## src/rtl/imm_gen_pipe.sv

```systemverilog
// ---------------------------------------------------------------------------
// imm_gen_pipe
//   Immediate generator for the RISC-V decode path, decoupled from execute by
//   a 2-entry result buffer. The immediate is formed combinationally from the
//   incoming instruction bits. It is then written into the buffer together
//   with a user tag and an illegal-select flag.
//
// Handshake (both sides): a transfer happens on a rising clk edge where
//   valid && ready. The producer holds its payload stable until that edge and
//   may withdraw valid without penalty. in_ready depends only on the buffer
//   occupancy, never on out_ready. The head outputs stay stable while
//   out_valid && !out_ready.
//
// Ports:
//   clk, rst       clock, asynchronous active-high reset
//   in_valid       upstream offers an instruction
//   in_ready       buffer has room (count < 2)
//   instr_part     instruction bits [31:7]
//   imm_src        format select: I, S, B, U, J, SHAMT; 110/111 are illegal
//   in_tag         tag stored alongside the result
//   out_valid      buffer head holds a result
//   out_ready      downstream accepts the head
//   imm_out        XLEN-bit immediate at the head
//   out_tag        tag at the head
//   imm_illegal    head entry came from an illegal imm_src
//   illegal_cnt    saturating count of accepted illegal selects
// ---------------------------------------------------------------------------
module imm_gen_pipe #(
  parameter int XLEN  = 32,
  parameter int TAG_W = 5,
  parameter int CNT_W = 8
) (
  input  logic             clk,
  input  logic             rst,
  input  logic             in_valid,
  output logic             in_ready,
  input  logic [31:7]      instr_part,
  input  logic [2:0]       imm_src,
  input  logic [TAG_W-1:0] in_tag,
  output logic             out_valid,
  input  logic             out_ready,
  output logic [XLEN-1:0]  imm_out,
  output logic [TAG_W-1:0] out_tag,
  output logic             imm_illegal,
  output logic [CNT_W-1:0] illegal_cnt
);

  // The shift amount is 5 bits for RV32 and 6 bits for RV64.
  localparam int SH_W = (XLEN == 64) ? 6 : 5;

  // Combinational immediate formation at the input.
  logic [XLEN-1:0] imm_calc;
  logic            illegal_calc;
  logic            sgn;

  always_comb begin
    imm_calc     = '0;
    illegal_calc = 1'b0;
    sgn          = instr_part[31];
    case (imm_src)
      3'b000: imm_calc = {{(XLEN-12){sgn}}, instr_part[31:20]};
      3'b001: imm_calc = {{(XLEN-12){sgn}}, instr_part[31:25], instr_part[11:7]};
      3'b010: imm_calc = {{(XLEN-12){sgn}}, instr_part[7], instr_part[30:25],
                          instr_part[11:8], 1'b0};
      // Bit 31 comes from the sign replication, so the replicated field is
      // never empty even when XLEN is 32.
      3'b011: imm_calc = {{(XLEN-31){sgn}}, instr_part[30:12], 12'b0};
      3'b100: imm_calc = {{(XLEN-20){sgn}}, instr_part[19:12], instr_part[20],
                          instr_part[30:21], 1'b0};
      3'b101: imm_calc = {{(XLEN-SH_W){1'b0}}, instr_part[20+SH_W-1:20]};
      default: begin
        imm_calc     = '0;
        illegal_calc = 1'b1;
      end
    endcase
  end

  // Buffer state.
  logic [XLEN-1:0]  imm_mem_q [2];
  logic [XLEN-1:0]  imm_mem_d [2];
  logic [TAG_W-1:0] tag_mem_q [2];
  logic [TAG_W-1:0] tag_mem_d [2];
  logic             ill_mem_q [2];
  logic             ill_mem_d [2];
  logic [1:0]       count_q, count_d;
  logic             wr_ptr_q, wr_ptr_d;
  logic             rd_ptr_q, rd_ptr_d;
  logic [CNT_W-1:0] illegal_cnt_q, illegal_cnt_d;

  logic push;
  logic pop;

  assign in_ready    = (count_q != 2'd2);
  assign out_valid   = (count_q != 2'd0);
  assign push        = in_valid && in_ready;
  assign pop         = out_valid && out_ready;

  // The head is always read from registered state, so there is no path from
  // any input to these outputs.
  assign imm_out     = imm_mem_q[rd_ptr_q];
  assign out_tag     = tag_mem_q[rd_ptr_q];
  assign imm_illegal = ill_mem_q[rd_ptr_q];
  assign illegal_cnt = illegal_cnt_q;

  always_comb begin
    imm_mem_d     = imm_mem_q;
    tag_mem_d     = tag_mem_q;
    ill_mem_d     = ill_mem_q;
    count_d       = count_q;
    wr_ptr_d      = wr_ptr_q;
    rd_ptr_d      = rd_ptr_q;
    illegal_cnt_d = illegal_cnt_q;

    if (push) begin
      imm_mem_d[wr_ptr_q] = imm_calc;
      tag_mem_d[wr_ptr_q] = in_tag;
      ill_mem_d[wr_ptr_q] = illegal_calc;
      wr_ptr_d            = ~wr_ptr_q;
      if (illegal_calc && (illegal_cnt_q != {CNT_W{1'b1}})) begin
        illegal_cnt_d = illegal_cnt_q + 1'b1;
      end
    end

    if (pop) begin
      rd_ptr_d = ~rd_ptr_q;
    end

    // A simultaneous push and pop leaves the occupancy unchanged.
    case ({push, pop})
      2'b10:   count_d = count_q + 2'd1;
      2'b01:   count_d = count_q - 2'd1;
      default: count_d = count_q;
    endcase
  end

  always_ff @(posedge clk or posedge rst) begin
    if (rst) begin
      imm_mem_q     <= '{default: '0};
      tag_mem_q     <= '{default: '0};
      ill_mem_q     <= '{default: 1'b0};
      count_q       <= 2'd0;
      wr_ptr_q      <= 1'b0;
      rd_ptr_q      <= 1'b0;
      illegal_cnt_q <= '0;
    end else begin
      imm_mem_q     <= imm_mem_d;
      tag_mem_q     <= tag_mem_d;
      ill_mem_q     <= ill_mem_d;
      count_q       <= count_d;
      wr_ptr_q      <= wr_ptr_d;
      rd_ptr_q      <= rd_ptr_d;
      illegal_cnt_q <= illegal_cnt_d;
    end
  end

endmodule

```

## config.mk

```make
export PLATFORM = sky130hd
export DESIGN_NAME = imm_gen_pipe
export DESIGN_NICKNAME = d
export VERILOG_FILES = /design/src/rtl/imm_gen_pipe.sv
export SDC_FILE = /design/constraint.sdc
export NUM_CORES = 1
export LEC_CHECK = 0
export BUFFER_PORTS_ARGS = -buffer_cell sky130_fd_sc_hd__buf_2
export CORE_MARGIN = 2
export CORE_UTILIZATION = 51
export CTS_BUF_LIST = sky130_fd_sc_hd__clkbuf_8
export CTS_CLUSTER_SIZE = 14
export DETAILED_ROUTE_END_ITERATION = 8
export PLACE_DENSITY = 0.86
export SLEW_MARGIN = 20
export SYNTH_ARGS = -nofsm -noshare
export SYNTH_HDL_FRONTEND = slang
export SYNTH_SLANG_ARGS = --single-unit
```

## constraint.sdc

```tcl
create_clock -name clk -period 2.15 [get_ports clk]
set_input_delay 0 -clock clk [delete_from_list [all_inputs] [get_ports clk]]
set_output_delay 0 -clock clk [all_outputs]
set_load 0.005 [all_outputs]
```

======== After elaboration in Yosys (flattened, before gate mapping) ========
Index checks and enable logic that the tools add are counted.
cells by class
  add/sub/neg operators ................... 3
  multipliers ............................. 0
  divide/modulo/power cells ............... 0
  order comparisons ....................... 3
  eq/ne operators ......................... 9
  shift-type cells ........................ 0
  mux-type cells .......................... 21
  bitwise operators ....................... 4
  reductions and logical operators ........ 9
operator list
  kind                                                       count
  one-hot mux 32 bit (6 select lines)                        1
  two-way mux 32 bit                                         4
  bitwise mux 64 bit                                         1
  demux 32 bit (select 1 bit)                                1
  two-way mux 5 bit                                          4
  bitwise mux 10 bit                                         1
  adder 8 x 1 -> 8 bit (second input constant)               1
  != test 8 bit (second input constant)                      1
  == test 3 x 2 -> 1 bit (second input constant)             2
  == test 3 bit (second input constant)                      2
  OR reduction 6 bit                                         1
  demux 5 bit (select 1 bit)                                 1
  two-way mux 1 bit                                          5
  greater-or-equal comparator 2 bit (second input constant)  2
  logical AND 1 bit                                          4
  inverter 1 -> 2 bit                                        2
  one-hot mux 2 bit (2 select lines)                         1
  nonzero test 2 bit                                         2
  == test 3 x 1 -> 1 bit (second input constant)             1
  zero test 3 bit                                            1
  adder 2 x 1 -> 2 bit (second input constant)               1
  bitwise mux 2 bit                                          1
  == test 2 x 1 -> 1 bit (second input constant)             1
  == test 2 bit (second input constant)                      1
  6 further kinds                                            7
storage, ports and cells
  register bits ........................... 88
  bits in latches ......................... 0
  RAM bits ................................ 0
  bits in read-only memories .............. 0
  output and inout bits ................... 48
  word-level logic and storage cells ...... 59
  memories ................................ 0

======== Longest topological paths before layout ========
Gate-level depths: netlist (run 1).
  depth in word-level cells ............... 6
  gate-level depth with buffers ........... 7

======== Worst setup path before layout (run 1) ========
Ideal clock, no wire load.
  kind .................................... register to register
  from .................................... reg illegal_cnt_q[0], in the netlist illegal_cnt[0]
  to ...................................... reg illegal_cnt_q[6], in the netlist illegal_cnt[6]
  library setup time ...................... 0.125 ns
  data arrival time ....................... 1.430 ns
  slack ................................... 0.595 ns
  cell stages (with the launch flop) ...... 6
  cells stage by stage .................... dfrtp_1 ha_1 and2_1 nand4_1 or3_1 mux2_2
on the way
  longest elaborated chain between the ends .. 3
  elaborated cells on any way between the ends .. 4
RTL lines
  element                                                                       line  source
  from (decl)                                                                   88    logic [CNT_W-1:0] illegal_cnt_q, illegal_cnt_d;
  from (signal assigned)                                                        152   illegal_cnt_q <= illegal_cnt_d;
  parallel branches: the longest is 3 deep, another holds adder 8 x 1 -> 8 bit  n/a
Several ways; the timed one is not identified.
A chain may end at the register's enable or synchronous reset.

======== Worst setup path in the final report (run 1) ========
  from .................................... reg count_q[1]
  to ...................................... reg imm_mem_q[34] in the netlist's numbering
on the way
  longest elaborated chain between the ends .. 2
RTL lines
  element                 line  source
  from (decl)             85    logic [1:0] count_q, count_d;
  from (signal assigned)  149   count_q <= count_d;
  != test 2 bit           93    assign in_ready = (count_q != 2'd2);
  logical AND 1 bit       95    assign push = in_valid && in_ready;
  to (signal assigned)    146   imm_mem_q <= imm_mem_d;
  to (decl)               79    logic [XLEN-1:0] imm_mem_q [2];
Every way passes these cells.

==> impl_metrics.toml, run 1 <==
[sta]
finalSetupViolCount = 0
fmax_mhz = 538
rsz0062_at_grt = "no"
finalCritPeriodShare = 0.864
whs_ns = 0.0149
slew_headroom = 0.562
layout_setup_ws_ns = 0.293
hold_viol = 0
worstMarginPinSlew_ns = 0.654
fin_skew_ns = 0.0148
fin_tns_setup_ns = 0
drv_slew = 0
fin_crit_ns = 1.86

[critical_path]
regToRegSetupSlack_ns = 0.29
endpoint_kind = "register"
required_ns = 2.42
worstSetupPathType = "reg2reg"
worstPathMaxFanout = 30
crit_arrival_ns = 2.13
worstSetupStartpointType = "register"

[placement]
dp.cells = 553
globalplace.congestion = 0.871
dp_slack_ns = 0.285
dpl.hpwl_mm = 6.81
io_buffers = 84
placed_area_mm2 = 0.00470

[floorplanning]
rows = 33
core_mm2 = 0.00809
io_pins = 85
fp.dieH_um = 94.7
chipWidth_um = 94.7
start_util = 0.519
die-area_mm2 = 0.00898

[worst_hold_path]
hold_path.class = "in2reg"

[logic_synthesis]
synth_flop_cell = "dfrtp_1"
syn_nets = 423
synth_area_mm2 = 0.00420
ys_ff_latch = 88
ys_warn_count = 0
async_flop_share = 1.00
synthCells = 384
synth.yosys.seq_area_share = 0.524
avgSynthCellArea_um2 = 10.9
synth-edff-count = 0
ys_types = 38

[pwr]
ir_worst_vdd_mv = 0.642
share_comb_of_total_power = 0.404
leakage_nw = 2.45
seqPwrFrac = 0.416
switchingPower_mw = 2.28
clock_power_share = 0.180
p_per_area_mw_per_mm2 = 1300
p_total_mw = 6.54
swShare = 0.348
internal_power_mw = 4.26

[layout]
antenna_cells = 0
stdcell_area_mm2 = 0.00505
drive_gt1_frac = 0.360
syn2layout_area_growth_pct = 20.2
final_util = 0.624
layout.nets = 512
final_cell_count_no_fill = 583

[drt]
drtIter0Drc = 194
drt-total-wl_mm = 10.2
num_vias = 3363
drtAntennaViolNets = 0
vias_per_cell = 5.77
route.detailed.drc = 0
wl_per_cell_um = 17.4
firstDrtPassIters = 4

[clock_tree]
cts_made_buffers = 9
clock-sinks = 88
cts_resized = 0
cts_tree = "done"
cts_buffer_depth = 2
clk_pin_slew_ns = 0.09
insertion_delay_ns = 0.36
cts_htree_levels = 3
cts_root_buf = "clkbuf_8"

[grt]
grt_pass1_wl_mm = 16.5
grt_max_degree = 89
antenna_found_initial = 0
grt_pass1_vias = 3327
grt_usage = 0.239
grt-ovfl-total = 0

[flow_run]
cap_violations = 0

[status]
status = "finished clean"
## placed cells by master, fill, tap and decap left out, types with 4 or more instances in the layout
cell	n
a22o_1	38
nor2_1	5
mux2_2	53
dfrtp_1	88
o21ai_0	28
buf_4	8
a31oi_1	8
and2_1	4
nand3_1	7
o21ai_1	6
clkbuf_8	9
clkinvlp_4	5
xnor2_1	4
buf_2	84
dlygate4sd3_1	14
nand2_1	61
a22oi_1	4
a21oi_1	14
## registers in the layout (all words and copies together), names as in the netlist
signal	count
imm_mem_q	64
tag_mem_q	10
illegal_cnt	8
count_q	2
ill_mem_q	2
rd_ptr_q	1
wr_ptr_q	1
## critical path, stage by stage (launching register included)
cell	delay, ns
dfrtp_1	0.40
nor2b_2	0.20
or3_4	0.47
buf_4	0.28
nand2b_1	0.21
o21ai_0	0.22
## metal layers
metal  up-vias  global-route usage  share of wire
met1      1679               0.314           0.43
met4         0              0.0833          0.011
met2       122               0.401           0.50
li1       1547                   -              -
met3        15              0.0415          0.063
met5         -                   0              0
## cells by family (layout without fill, tap and decap cells)
logic type	after synthesis	after routing	share of synthesized area
adder cells (fa/ha/maj)	2	2	0.00596
XOR/XNOR	7	7	0.0146
multiplexers	54	54	0.145
AO/OA/AOI/OAI	102	102	0.165
buffers and inverters	34	128	0.0372
flip-flops	88	88	0.524
AND/OR/NAND/NOR	97	97	0.108
## final timing paths
path / start / endpoint / cells after the start
setup / recovery: count_q[1]$_DFFE_PP0P_ / imm_mem_q[34]$_DFFE_PP0P_ / 5
hold / removal: instr_part[9] / imm_mem_q[2]$_DFFE_PP0P_ / 3
setup reg to reg: count_q[1]$_DFFE_PP0P_ / imm_mem_q[34]$_DFFE_PP0P_ / 5
hold reg to reg: imm_mem_q[6]$_DFFE_PP0P_ / imm_mem_q[6]$_DFFE_PP0P_ / 2
max in group asynchronous: rst / tag_mem_q[0]$_DFFE_PP0P_ / 4
min in group asynchronous: rst / imm_mem_q[7]$_DFFE_PP0P_ / 4
## cells in the mapped netlist (all sizes together) (3+ instances only)
master,instances,share of area
a21oi,14,0.017
a22o,38,0.079
a22oi,4,0.0072
a31oi,8,0.012
and2,4,0.0060
buf,20,0.025
clkbuf,9,0.0080
dfrtp,88,0.52
inv,5,0.0045
mux2,53,0.14
nand2,62,0.057
nand3,8,0.0095
nand4,3,0.0045
nor2,5,0.0045
nor2b,4,0.0066
o21ai,34,0.041
xnor2,4,0.0083
xor2,3,0.0063
## what timing repair did
item	4_1_cts	5_1_grt
hold buffers	14	0
buffers inserted	0	0
endpoints found under the hold margin	113	0
## power by group through the flow
stage	registers [mW]	logic (mW)	clock network (mW)
after global placement	2.70	2.54	0
after global routing	2.81	2.92	1.27
final	2.72	2.64	1.18
after detailed placement	2.75	2.63	0
after floorplan	2.63	1.79	0
after CTS	2.72	2.67	1.19
## final cells by class
type,count,area [um2]
Fill cell,677,3050
Sequential cell,88,2200
Inverter,5,22.5
Clock buffer,9,124
Multi-Input combinational cell,262,1850
Timing Repair Buffer,107,641
Clock inverter,7,80.1
Tap cell,105,131
(Power assumes the default switching activity.)
==> run 2: changes to the inputs <==
--- a/config.mk
+++ b/config.mk
@@ -11,7 +11,7 @@
 export CTS_BUF_LIST = sky130_fd_sc_hd__clkbuf_8
 export CTS_CLUSTER_SIZE = 14
 export DETAILED_ROUTE_END_ITERATION = 8
-export PLACE_DENSITY = 0.86
+export PLACE_DENSITY = 0.76
 export SLEW_MARGIN = 20
 export SYNTH_ARGS = -nofsm -noshare
 export SYNTH_HDL_FRONTEND = slang
==> impl_metrics.toml, run 2 (synthesized netlist as in run 1, its figures left out) <==
[status]
status = "finished clean"

[sta]
fin_skew_ns = 0.0149
finalSetupViolCount = 0
slew_headroom = 0.576
fin_tns_setup_ns = 0
finalCritPeriodShare = 0.839
hold_viol = 0
worstMarginPinSlew_ns = 0.635
drv_slew = 0
fmax_mhz = 554
rsz0062_at_grt = "no"
layout_setup_ws_ns = 0.346
fin_crit_ns = 1.80

[layout]
final_cell_mix = "87 x dfrtp_1, 84 x buf_2, 61 x nand2_1, 53 x mux2_2, 38 x a22o_1"
final_common_cell = "dfrtp_1"
antenna_cells = 0
layout.nets = 517
num-fill-cells = 667
top_register = "imm_mem_q"
syn2layout_area_growth_pct = 21.1
drive_gt1_frac = 0.358
largest_register_ffs = 64

[clock_tree]
cts_root_buf = "clkbuf_8"
insertion_delay_ns = 0.36
clock-sinks = 88
cts_buffer_depth = 2
cts_htree_levels = 3
cts_tree = "done"
cts_resized = 0
cts_made_buffers = 9
clk_pin_slew_ns = 0.09

[grt]
grt_pass1_vias = 3230
antenna_found_initial = 0
grt_max_degree = 45
grt_pass1_wl_mm = 15.7
grt-ovfl-total = 0
grt_usage = 0.226

[drt]
wl_per_cell_um = 16.3
drtIter0Drc = 241
wl_met2_mm = 4.78
wl_met1_mm = 4.18
route.met3.wl_um = 509
drt-total-wl_mm = 9.60
top_layer = "met4"
route.detailed.drc = 0
num_vias = 3293
firstDrtPassIters = 4
drtAntennaViolNets = 0
vias_per_cell = 5.60

[critical_path]
crit_arrival_ns = 2.10
regToRegSetupSlack_ns = 0.35
worstSetupStartpointType = "register"
worstPathMaxFanout = 33
timing.rr.end = "imm_mem_q[47]$_DFFE_PP0P_"
worstSetupPathType = "reg2reg"
reg2reg_from = "count_q[1]$_DFFE_PP0P_"
endpoint_kind = "register"
required_ns = 2.44
ff2ff_path_depth = 5

[floorplanning]
die-area_mm2 = 0.00898
fp.dieH_um = 94.7
io_pins = 85
start_util = 0.519
chipWidth_um = 94.7
core_mm2 = 0.00809
rows = 33

[placement]
dp_slack_ns = 0.363
globalplace.congestion = 0.787
dpl.hpwl_mm = 6.59
io_buffers = 84

[worst_hold_path]
hold_path.class = "in2reg"
hold_depth = 4
worstHoldStart = "instr_part[21]"
hold_end = "imm_mem_q[21]$_DFFE_PP0P_"

[pwr]
leakage_nw = 2.48
p_per_area_mw_per_mm2 = 1260
ir_worst_vdd_mv = 0.759

[flow_run]
cap_violations = 0
run 2: timing repair:
item,CTS,global route
buffers inserted,0,0
endpoints found under the hold margin,54,0
hold buffers,19,0
run 2: metal layers:
layer  vias to the layer above  GRT usage
met4                         0     0.0833
met5                         -          0
met2                        93      0.367
met3                        11     0.0351
met1                      1628      0.308
li1                       1561          -
run 2: power breakdown:
group | total (mW) | switching [mW] | internal [mW] | leakage (nW)
logic | 2.57 | 1.16 | 1.42 | 1.26
clock network | 1.06 | 0.608 | 0.456 | 0.0891
registers | 2.79 | 0.456 | 2.33 | 1.13
total | 6.42 | 2.22 | 4.20 | 2.48
run 2: per-stage QoR:
| stage | std cells | area [um2] | hold WS (ns) | power, mW | util |
|---|---|---|---|---|---|
| floorplan | 384 | 4200 | 0.144 | 4.42 | - |
| global route | 588 | 5090 | 0.0168 | 6.89 | 0.628 |
| finish | 588 | 5090 | 0.0188 | 6.42 | 0.628 |
| global placement | 553 | 4720 | 0.0934 | 5.28 | 0.583 |
| CTS | 588 | 5090 | 0.00615 | 6.47 | 0.628 |
| detailed placement | 553 | 4720 | 0.112 | 5.38 | 0.583 |
run 2: final cells by class:
class	instances	area (um2)	area share
tap	105	131	0.0258
multi-input combinational	262	1850	0.363
clock inverter	6	42.5	0.00836
clock buffer	10	138	0.0271
timing repair buffer	112	703	0.138
inverter	5	22.5	0.00443
sequential	88	2200	0.433
run 2: worst max-delay path, stage by stage, from the launching register on:
cell     delay (ns)
dfrtp_1        0.41
nor2b_2        0.20
or3_4          0.52
a21oi_1        0.18
buf_4          0.27
a22o_1         0.17
run 2: worst max-delay path by stage:
stage,from,to,depth (start not counted)
finish,count_q[1]$_DFFE_PP0P_,imm_mem_q[47]$_DFFE_PP0P_,5
global route,count_q[1]$_DFFE_PP0P_,imm_mem_q[47]$_DFFE_PP0P_,5
CTS,count_q[1]$_DFFE_PP0P_,imm_mem_q[47]$_DFFE_PP0P_,5
detailed placement,count_q[1]$_DFFE_PP0P_,imm_mem_q[45]$_DFFE_PP0P_,5
global placement,count_q[1]$_DFFE_PP0P_,imm_mem_q[44]$_DFFE_PP0P_,5
floorplan,illegal_cnt[0]$_DFFE_PP0P_,illegal_cnt[6]$_DFFE_PP0P_,5
==> run 3: changes to the inputs <==
==> constraint.sdc (replaced) <==
create_clock -name clk -period 1.63 [get_ports clk]
set_input_delay 0 -clock clk [delete_from_list [all_inputs] [get_ports clk]]
set_output_delay 0 -clock clk [all_outputs]
set_load 0.005 [all_outputs]
==> impl_metrics.toml, run 3 (synthesized netlist as in run 1, its figures left out) <==
[layout]
syn2layout_area_growth_pct = 26.3
drive_gt1_frac = 0.387
final_common_cell = "dfrtp_1"
final_cell_mix = "86 x dfrtp_1, 84 x buf_2, 61 x nand2_1, 53 x mux2_2, 38 x a22o_1"
stdcell_area_mm2 = 0.00530
num-fill-cells = 673
layout.nets = 530
antenna_cells = 0
top_register = "imm_mem_q"
largest_register_ffs = 64

[clock_tree]
cts_made_buffers = 9
cts_tree = "done"
clock-sinks = 88
cts_buffer_depth = 2
insertion_delay_ns = 0.34
clk_pin_slew_ns = 0.09
cts_root_buf = "clkbuf_8"
cts_htree_levels = 3

[pwr]
p_total_mw = 9.17
ir_worst_vdd_mv = 0.945
p_per_area_mw_per_mm2 = 1730
leakage_nw = 2.59

[grt]
grtUsageMet1 = 0.308
grt_pass1_vias = 3340
grt-ovfl-total = 0
grt_use_met3 = 0.0391
top_usage_layer = "met2"
antenna_found_initial = 0
met2_usage = 0.369
grt_usage = 0.227
grt_max_degree = 89
grt_pass1_wl_mm = 16.0

[drt]
firstDrtPassIters = 4
wl_per_cell_um = 17.1
vias_per_cell = 5.65
drtIter0Drc = 243
drt-total-wl_mm = 10.3
drtAntennaViolNets = 0
num_vias = 3394
route.detailed.drc = 0

[critical_path]
endpoint_kind = "register"
reg2reg_from = "count_q[1]$_DFFE_PP0P_"
path_cells = "nor2b_2 > inv_2 > nand2_1 > or3_1 > mux2_2"
cp.buffers_inverters = 1
worstSetupPathType = "reg2reg"
cp_top_family = "simple AND/OR/NAND/NOR gates"
cp-startpoint = "count_q[1]$_DFFE_PP0P_"
max_stage_delay_ns = 0.41
crit_arrival_ns = 1.82
regToRegSetupSlack_ns = 0.05
required_ns = 1.87
worstPathMaxFanout = 5
worstSetupStartpointType = "register"
slowest_stage = "dfrtp_1"

[sta]
slew_headroom = 0.627
worstMarginPinSlew_ns = 0.558
fmax_mhz = 633
fin_crit_ns = 1.58
drv_slew = 0
rsz0062_at_grt = "yes"
finalCritPeriodShare = 0.970
hold_viol = 0
finalSetupViolCount = 0
fin_skew_ns = 0.00729

[placement]
globalplace.congestion = 0.811
io_buffers = 84
dpl.hpwl_mm = 6.61
placed_area_mm2 = 0.00479

[floorplanning]
io_pins = 85
fp.dieH_um = 94.7
start_util = 0.519
rows = 33
core_mm2 = 0.00809
chipWidth_um = 94.7
die-area_mm2 = 0.00898

[flow_run]
cap_violations = 0

[worst_hold_path]
worstHoldStart = "instr_part[22]"
hold_path.class = "in2reg"

[status]
status = "finished clean"
## run 3: cell types whose count changed in the layout (fill, tap and decap cells not counted), sizes merged
cell         before  now
dlygate4sd3      19   18
bufinv            0    2
inv               6    5
clkinv            2    3
clkinvlp          3    1
buf              93  106
clkbuf           10   11
## run 3: worst paths after layout
path,cells after the start,end
max reg2reg,5,illegal_cnt[6]$_DFFE_PP0P_
max,5,illegal_cnt[6]$_DFFE_PP0P_
min,4,imm_mem_q[22]$_DFFE_PP0P_
min in group asynchronous,4,imm_mem_q[8]$_DFFE_PP0P_
min reg2reg,2,imm_mem_q[43]$_DFFE_PP0P_
max in group asynchronous,4,count_q[0]$_DFFE_PP0P_
## run 3: power by group
part | switching [mW] | total (mW) | leakage (nW) | internal [mW]
Sequential | 0.530 | 3.61 | 1.13 | 3.08
Clock | 0.781 | 1.69 | 0.117 | 0.914
Combinational | 1.75 | 3.87 | 1.34 | 2.12
## run 3: worst reg2reg max path, cell delays in order, from the launching register on
cell and delay [ns]:
dfrtp_1 0.41, nor2b_2 0.19, inv_2 0.09, nand2_1 0.13
or3_1 0.39, mux2_2 0.27
## run 3: stage by stage
| step | util | hold slack, ns | TNS, ns | worst slack (ns) | instances |
|---|---|---|---|---|---|
| after global placement | 0.592 | 0.159 | 0 | 0.0838 | 561 |
| after floorplan | - | 0.144 | 0 | 0.0751 | 384 |
| after CTS | 0.643 | 0.0106 | 0 | 0.00669 | 596 |
| final | 0.655 | 0.0213 | 0 | 0.0494 | 601 |
| after global routing | 0.655 | 0.0297 | -0.0336 | -0.0247 | 601 |
| after detailed placement | 0.592 | 0.164 | 0 | 0.00426 | 561 |
## run 3: layout make-up
type,count,area (um2),area share
tap,105,131,0.0248
clock buffer,10,138,0.0260
sequential,88,2200,0.416
multi-input combinational,262,1870,0.354
timing repair buffer,125,840,0.158
inverter,5,22.5,0.00425
clock inverter,6,91.3,0.0172
## run 3: timing repair
| item | 4_1_cts | 5_1_grt |
|---|---|---|
| setup buffers | 1 | 3 |
| setup endpoints to repair | 1 | 42 |
| hold buffers | 18 | 0 |
| hold endpoints to repair | 119 | 0 |
| resized for setup | 0 | 13 |
| gates cloned | 0 | 2 |
## run 3: routing by layer
metal,vias up,share of wire
met4,0,0.013
met5,-,0
met2,95,0.51
met3,11,0.042
met1,1692,0.44
li1,1596,-
